`src/rtl/pkt_rr_arbiter_pkg.sv`:
```
// Shared types and helpers for the two-input packet round-robin arbiter.
package pkt_rr_arbiter_pkg;

  // Arbiter FSM: StIdle picks the next source, StXfer holds the grant until EOP.
  typedef enum logic {
    StIdle = 1'b0,
    StXfer = 1'b1
  } arb_state_e;

  // A word is EOP when it carries non-zero ctrl after at least one body word.
  function automatic logic is_eop(input logic ctrl_nonzero, input logic in_body);
    return ctrl_nonzero && in_body;
  endfunction

endpackage

```
`src/rtl/pkt_fwft_fifo.sv`:
```
// First-word-fall-through FIFO: the head word is visible on o_rdata whenever o_empty is low.
// o_rdy leaves one word of slack so an upstream writer reacting a cycle late is still absorbed.
module pkt_fwft_fifo #(
  parameter int unsigned WIDTH      = 72,
  parameter int unsigned DEPTH_BITS = 3
) (
  input  logic             i_clk,
  input  logic             i_reset,
  input  logic             i_wr,
  input  logic [WIDTH-1:0] i_wdata,
  output logic             o_rdy,
  input  logic             i_rd,
  output logic [WIDTH-1:0] o_rdata,
  output logic             o_empty
);

  localparam int unsigned Depth = 2 ** DEPTH_BITS;

  typedef logic [DEPTH_BITS-1:0] ptr_t;
  typedef logic [DEPTH_BITS:0]   cnt_t;

  localparam cnt_t CntFull   = cnt_t'(Depth);
  localparam cnt_t CntRdyMax = cnt_t'(Depth - 2);

  logic [WIDTH-1:0] r_mem [Depth];
  ptr_t             r_wr_ptr;
  ptr_t             r_rd_ptr;
  cnt_t             r_count;

  logic w_full;
  logic w_push;
  logic w_pop;

  assign w_full  = (r_count == CntFull);
  assign o_empty = (r_count == '0);
  assign o_rdy   = (r_count <= CntRdyMax);
  // A write while full is dropped; a read while empty is ignored.
  assign w_push  = i_wr && !w_full;
  assign w_pop   = i_rd && !o_empty;
  assign o_rdata = r_mem[r_rd_ptr];

  // Pointer and occupancy bookkeeping; simultaneous push and pop leaves the count unchanged.
  always_ff @(posedge i_clk) begin
    if (i_reset) begin
      r_wr_ptr <= '0;
      r_rd_ptr <= '0;
      r_count  <= '0;
    end else begin
      if (w_push) r_wr_ptr <= r_wr_ptr + ptr_t'(1);
      if (w_pop)  r_rd_ptr <= r_rd_ptr + ptr_t'(1);
      case ({w_push, w_pop})
        2'b10:   r_count <= r_count + cnt_t'(1);
        2'b01:   r_count <= r_count - cnt_t'(1);
        default: r_count <= r_count;
      endcase
    end
  end

  // Storage array; contents need no reset since occupancy gates every read.
  always_ff @(posedge i_clk) begin
    if (w_push) r_mem[r_wr_ptr] <= i_wdata;
  end

endmodule

```
`src/rtl/pkt_rr_arbiter.sv`:
```
// Two-input packet arbiter: each input buffered in a FWFT FIFO, the output granted to one
// input for a whole packet, alternating round-robin at packet boundaries.
module pkt_rr_arbiter
  import pkt_rr_arbiter_pkg::*;
#(
  parameter int unsigned DATA_WIDTH      = 64,
  parameter int unsigned CTRL_WIDTH      = DATA_WIDTH / 8,
  parameter int unsigned FIFO_DEPTH_BITS = 3
) (
  input  logic                  clk,
  input  logic                  reset,
  input  logic [DATA_WIDTH-1:0] in_data_0,
  input  logic [CTRL_WIDTH-1:0] in_ctrl_0,
  input  logic                  in_wr_0,
  output logic                  in_rdy_0,
  input  logic [DATA_WIDTH-1:0] in_data_1,
  input  logic [CTRL_WIDTH-1:0] in_ctrl_1,
  input  logic                  in_wr_1,
  output logic                  in_rdy_1,
  output logic [DATA_WIDTH-1:0] out_data,
  output logic [CTRL_WIDTH-1:0] out_ctrl,
  output logic                  out_wr,
  input  logic                  out_rdy,
  output logic                  cur_grant
);

  localparam int unsigned WordWidth = DATA_WIDTH + CTRL_WIDTH;

  arb_state_e            r_state;
  logic                  r_cur_grant;
  logic                  r_in_body;
  logic                  r_out_wr;
  logic [DATA_WIDTH-1:0] r_out_data;
  logic [CTRL_WIDTH-1:0] r_out_ctrl;

  logic [WordWidth-1:0]  w_head_0;
  logic [WordWidth-1:0]  w_head_1;
  logic [WordWidth-1:0]  w_head;
  logic [1:0]            w_empty;
  logic [1:0]            w_pop;
  logic                  w_other;
  logic                  w_sel;
  logic                  w_avail;
  logic                  w_fire;
  logic [DATA_WIDTH-1:0] w_head_data;
  logic [CTRL_WIDTH-1:0] w_head_ctrl;
  logic                  w_ctrl_nz;
  logic                  w_eop;

  pkt_fwft_fifo #(
    .WIDTH      (WordWidth),
    .DEPTH_BITS (FIFO_DEPTH_BITS)
  ) u_fifo_0 (
    .i_clk   (clk),
    .i_reset (reset),
    .i_wr    (in_wr_0),
    .i_wdata ({in_ctrl_0, in_data_0}),
    .o_rdy   (in_rdy_0),
    .i_rd    (w_pop[0]),
    .o_rdata (w_head_0),
    .o_empty (w_empty[0])
  );

  pkt_fwft_fifo #(
    .WIDTH      (WordWidth),
    .DEPTH_BITS (FIFO_DEPTH_BITS)
  ) u_fifo_1 (
    .i_clk   (clk),
    .i_reset (reset),
    .i_wr    (in_wr_1),
    .i_wdata ({in_ctrl_1, in_data_1}),
    .o_rdy   (in_rdy_1),
    .i_rd    (w_pop[1]),
    .o_rdata (w_head_1),
    .o_empty (w_empty[1])
  );

  // Source selection: in idle the other input gets priority, mid-packet the grant is locked.
  always_comb begin
    w_other = ~r_cur_grant;
    w_sel   = r_cur_grant;
    w_avail = 1'b0;
    if (r_state == StIdle) begin
      if (!w_empty[w_other]) begin
        w_sel   = w_other;
        w_avail = 1'b1;
      end else if (!w_empty[r_cur_grant]) begin
        w_sel   = r_cur_grant;
        w_avail = 1'b1;
      end
    end else begin
      w_avail = !w_empty[r_cur_grant];
    end
    w_fire      = w_avail && out_rdy;
    w_pop       = 2'b00;
    w_pop[w_sel] = w_fire;
    w_head      = w_sel ? w_head_1 : w_head_0;
    w_head_data = w_head[DATA_WIDTH-1:0];
    w_head_ctrl = w_head[WordWidth-1 -: CTRL_WIDTH];
    w_ctrl_nz   = |w_head_ctrl;
    w_eop       = is_eop(w_ctrl_nz, r_in_body);
  end

  // Arbiter FSM with the registered output stage; grant, body tracking and state move on pops.
  always_ff @(posedge clk) begin
    if (reset) begin
      r_state     <= StIdle;
      r_cur_grant <= 1'b1;
      r_in_body   <= 1'b0;
      r_out_wr    <= 1'b0;
      r_out_data  <= '0;
      r_out_ctrl  <= '0;
    end else begin
      r_out_wr <= w_fire;
      if (w_fire) begin
        r_out_data  <= w_head_data;
        r_out_ctrl  <= w_head_ctrl;
        r_cur_grant <= w_sel;
        if (w_eop) begin
          r_in_body <= 1'b0;
          r_state   <= StIdle;
        end else begin
          if (!w_ctrl_nz) r_in_body <= 1'b1;
          r_state <= StXfer;
        end
      end
    end
  end

  assign out_wr    = r_out_wr;
  assign out_data  = r_out_data;
  assign out_ctrl  = r_out_ctrl;
  assign cur_grant = r_cur_grant;

endmodule

```
`config.mk`:
```
export PLATFORM = sky130hd
export DESIGN_NAME = pkt_rr_arbiter
export DESIGN_NICKNAME = d
export VERILOG_FILES = /design/src/rtl/pkt_rr_arbiter_pkg.sv /design/src/rtl/pkt_fwft_fifo.sv /design/src/rtl/pkt_rr_arbiter.sv
export SDC_FILE = /design/constraint.sdc
export NUM_CORES = 1
export LEC_CHECK = 0
export CAP_MARGIN = 20
export CORE_MARGIN = 2
export CORE_UTILIZATION = 50
export CTS_BUF_LIST = sky130_fd_sc_hd__clkbuf_16
export CTS_CLUSTER_DIAMETER = 150
export DETAILED_ROUTE_END_ITERATION = 12
export PLACE_DENSITY_LB_ADDON = 0.15
export REMOVE_ABC_BUFFERS = 1
export SETUP_SLACK_MARGIN = 0.4
export SYNTH_ARGS = -nofsm -noshare
export SYNTH_HDL_FRONTEND = slang
export SYNTH_SLANG_ARGS = --single-unit
```
`constraint.sdc`:
```
create_clock -name clk -period 9.3 [get_ports clk]
set_input_delay 1.86 -clock clk [delete_from_list [all_inputs] [get_ports clk]]
set_output_delay 1.86 -clock clk [all_outputs]
set_load 0.01 [all_outputs]
```
==> flow_metrics.py <==
metrics = {
    "clock_tree": {
        "holdBufCountCts": 0,
        "clock_tree_from_tritoncts": "yes",
        "htree_levels": 4,
        "clk_pin_slew_worst_setup_hold_paths_ps": 60,
        "clk-insertion-delay-late_ps": 720,
        "post_cts_buffers": 0,
        "clockBufferDepth": 3,
        "tritoncts_num_sinks": 1254,
        "cts_root_buffer": "clkbuf_16",
        "total_cts_buffers": 134,
        "cts.repair.resized": 0,
    },
    "sta": {
        "finalWorstSetupSlack_ps": 4479,
        "maxClockFrequency_mhz": 207.4,
        "slew-limit-headroom": 0.2502,
        "worstMarginPinSlew_ps": 1125,
        "final-setup-viol-count": 0,
        "finalMaxSlewViolations": 0,
        "worst_clock_skew_ps": 29.23,
        "rsz0062_at_grt": "false",
        "timing_hold_violations_final": 0,
        "share_of_the_clock_period_used_by_the_worst_path": 0.5184,
        "final.min_clock_period_ps": 4821,
    },
    "detailed_routing": {
        "via_count": 23020,
        "dr.first_iter.drc_count": 2410,
        "drcViolationCount": 0,
        "detailed_route_wire_length_um": 109300,
        "drt.antenna.violating_nets": 0,
        "dr.pass1.iters": 6,
        "routed_via_density": 5.979,
        "routed_wire_length_per_instance_um": 28.38,
    },
    "synthesis": {
        "synth-edff-count": 1152,
        "yosysSeqAreaShare": 0.7694,
        "commonest_register_cell_after_synthesis": "edfxtp_1",
        "yosys_register_bits": 1254,
        "synth_cell_types": 48,
        "syn-mean-instance-area_um2": 21.67,
        "asyncSetResetFlopFracSynth": 0,
        "netlist_instances": 2197,
        "synth_cell_area_mm2": 0.04761,
        "ys_warn_count": 0,
    },
    "place": {
        "placed_cell_area_mm2": 0.05131,
        "post-dp-hpwl_um": 63440,
        "place.port_buffers": 224,
        "place_ws_ps": 3746,
        "place.gp.congestion": 0.8224,
        "numPlacedInstances": 3601,
    },
    "setup_path": {
        "worst_r2r_path_depth": 13,
        "reg2reg_setup_slack_ps": 5120,
        "worst_path_arrival_time_ps": 5460,
        "worstSetupPathType": "primary input to flip-flop",
        "worstReg2RegStart": "u_fifo_0.r_count[0]$_SDFFE_PP0P_",
        "critPathLaunch": "out_rdy",
        "cp-end-kind": "flip-flop",
        "r2r-end": "u_fifo_0.r_count[2]$_SDFFE_PP0P_",
        "timing.critical_path.from_type": "primary input",
        "timing.critical_path.fanout_max": 56,
        "required_ps": 9940,
    },
    "min_path": {
        "holdPathStages": 2,
        "worstHoldStart": "out_ctrl[7]$_SDFFE_PP0P_",
        "worstHoldEndpoint": "out_ctrl[7]$_SDFFE_PP0P_",
        "holdCritPathClass": "flip-flop to flip-flop",
    },
    "finish": {
        "finish.net_count": 2631,
        "final_area_mm2": 0.05543,
        "layoutNonFillerInstCount": 3851,
        "layout_commonest_cell": "edfxtp_1",
        "utilization": 0.5852,
        "final_layout_fill_cell_count": 6856,
        "drive_gt1_frac": 0.2390,
        "syn2layout_area_growth_pct": 16.43,
        "layout.cells.most_common_list": "edfxtp_1, mux4_2, clkdlybuf4s50_1",
    },
    "floorplanning": {
        "die_x_um": 312.6,
        "num_rows": 113,
        "die_height_um": 312.6,
        "initial_utilization": 0.5026,
        "fp.coreArea_mm2": 0.09473,
        "floorplan.io_pins": 225,
        "total_die_area_mm2": 0.09771,
    },
    "job": {
        "cap_viol_max_count": 0,
    },
    "global_route": {
        "grt_start_max_net_pins": 117,
        "antenna_violations_before_repair": 21,
        "grt_first_pass_wirelength_um": 160400,
        "grt_overflow": 0,
        "vias_in_the_first_global_route": 23200,
        "track_usage": 0.2250,
    },
    "pwr": {
        "power.ir.vdd_worst_mv": 0.2515,
        "pwr_density_cell_mw_per_mm2": 263.5,
        "totalPowerFinal_mw": 14.61,
        "power.static_leakage_nw": 17.15,
    },
    "status": {
        "status": "completed",
    },
}
[layer usage]
metal | wire [um] | track usage | vias up
met1 | 48400 | 0.3361 | 12310
met2 | 51430 | 0.3421 | 741
met3 | 7441 | 0.04771 | 174
li1 | - | - | 9774
met4 | 1851 | 0.05785 | 28
met5 | 175 | 0 | -
[worst max-delay path, cell delays in order]
cell             delay, ps
clkdlybuf4s50_1        510
o21ai_1                120
a311o_2                360
buf_4                  360
nor2_4                 180
buf_4                  530
ha_1                   420
xor2_1                 110
ha_1                   190
a21oi_1                180
xor2_1                 110
or3_1                  330
a21oi_1                160
[per-stage QoR]
stage	hold WS, ps	TNS [ps]
CTS	486.0	0
global route	509.7	0
global placement	456.6	0
detailed placement	478.3	0
finish	481.5	0
floorplan	450.3	-26870
[cell families after synthesis]
kind of cell    Yosys count  share of synthesized area
flops                  1254                     0.7694
mux                     435                     0.1690
simple gates            242                    0.02376
buf+inv                 130                    0.01293
compound gates          113                    0.01989
xor+xnor                 13                   0.002391
fa+ha+maj                10                   0.002628
[flip-flops by register name, indices dropped and copies added (netlist names), named ones only]
| register | cells |
|---|---|
| u_fifo_0.r_mem | 576 |
| u_fifo_1.r_mem | 576 |
| out_data | 64 |
| out_ctrl | 8 |
| u_fifo_0.r_count | 4 |
| u_fifo_1.r_count | 4 |
| u_fifo_0.r_rd_ptr | 3 |
| u_fifo_0.r_wr_ptr | 3 |
| u_fifo_1.r_rd_ptr | 3 |
| u_fifo_1.r_wr_ptr | 3 |
| cur_grant | 1 |
| out_wr | 1 |
| r_in_body | 1 |
| r_state | 1 |
[where the power goes]
group	total, mW	switching [mW]	internal, mW
registers	6.76	0.254	6.50
clock network	4.93	2.10	2.83
logic	2.92	1.64	1.28
[cell type report]
cell class | instances | area [um2] | area share
flip-flops and latches | 1254 | 36660 | 0.6613
multi-input cells | 813 | 10480 | 0.1890
clock buffers | 140 | 3503 | 0.06320
repair buffers | 265 | 2572 | 0.04641
well taps | 1265 | 1583 | 0.02855
clock inverters | 106 | 614.3 | 0.01108
inverters | 4 | 15.01 | 0.0002708
diodes | 4 | 10.01 | 0.0001806
[worst max path at each step]
| stage | endpoint | slack, ps | depth (start not counted) |
|---|---|---|---|
| after floorplan | u_fifo_1.r_mem[0][0]$_DFFE_PP_ | -370 | 3 |
| after global placement | u_fifo_0.r_count[2]$_SDFFE_PP0P_ | 3890 | 13 |
| after detailed placement | u_fifo_0.r_count[2]$_SDFFE_PP0P_ | 3750 | 13 |
| after CTS | u_fifo_0.r_count[2]$_SDFFE_PP0P_ | 4540 | 13 |
| after global routing | u_fifo_0.r_count[2]$_SDFFE_PP0P_ | 4330 | 13 |
| final | u_fifo_0.r_count[2]$_SDFFE_PP0P_ | 4480 | 13 |
[cells in the mapped netlist (3+ instances only)]
master | number | share of area
inv_1 | 4 | 0.00032
dfxtp_1 | 102 | 0.043
mux2i_1 | 77 | 0.016
xor2_1 | 10 | 0.0018
nor3_1 | 77 | 0.0081
clkbuf_1 | 34 | 0.0027
buf_4 | 10 | 0.0016
a31oi_1 | 3 | 0.00039
nand2b_1 | 6 | 0.00079
ha_1 | 10 | 0.0026
a221oi_1 | 54 | 0.0099
or3_1 | 6 | 0.00079
a21oi_1 | 22 | 0.0023
mux4_2 | 288 | 0.14
nor2_1 | 95 | 0.0075
o21ai_0 | 4 | 0.00042
buf_2 | 66 | 0.0069
o21ai_1 | 4 | 0.00042
nor3b_1 | 4 | 0.00063
mux2_2 | 70 | 0.017
buf_1 | 15 | 0.0012
a221oi_2 | 12 | 0.0038
a22oi_1 | 3 | 0.00047
xnor2_1 | 3 | 0.00055
nand2_1 | 31 | 0.0024
edfxtp_1 | 1152 | 0.73
nand3_1 | 5 | 0.00053
and2_1 | 3 | 0.00039
No activity file was read; power rests on OpenSTA's default activity.
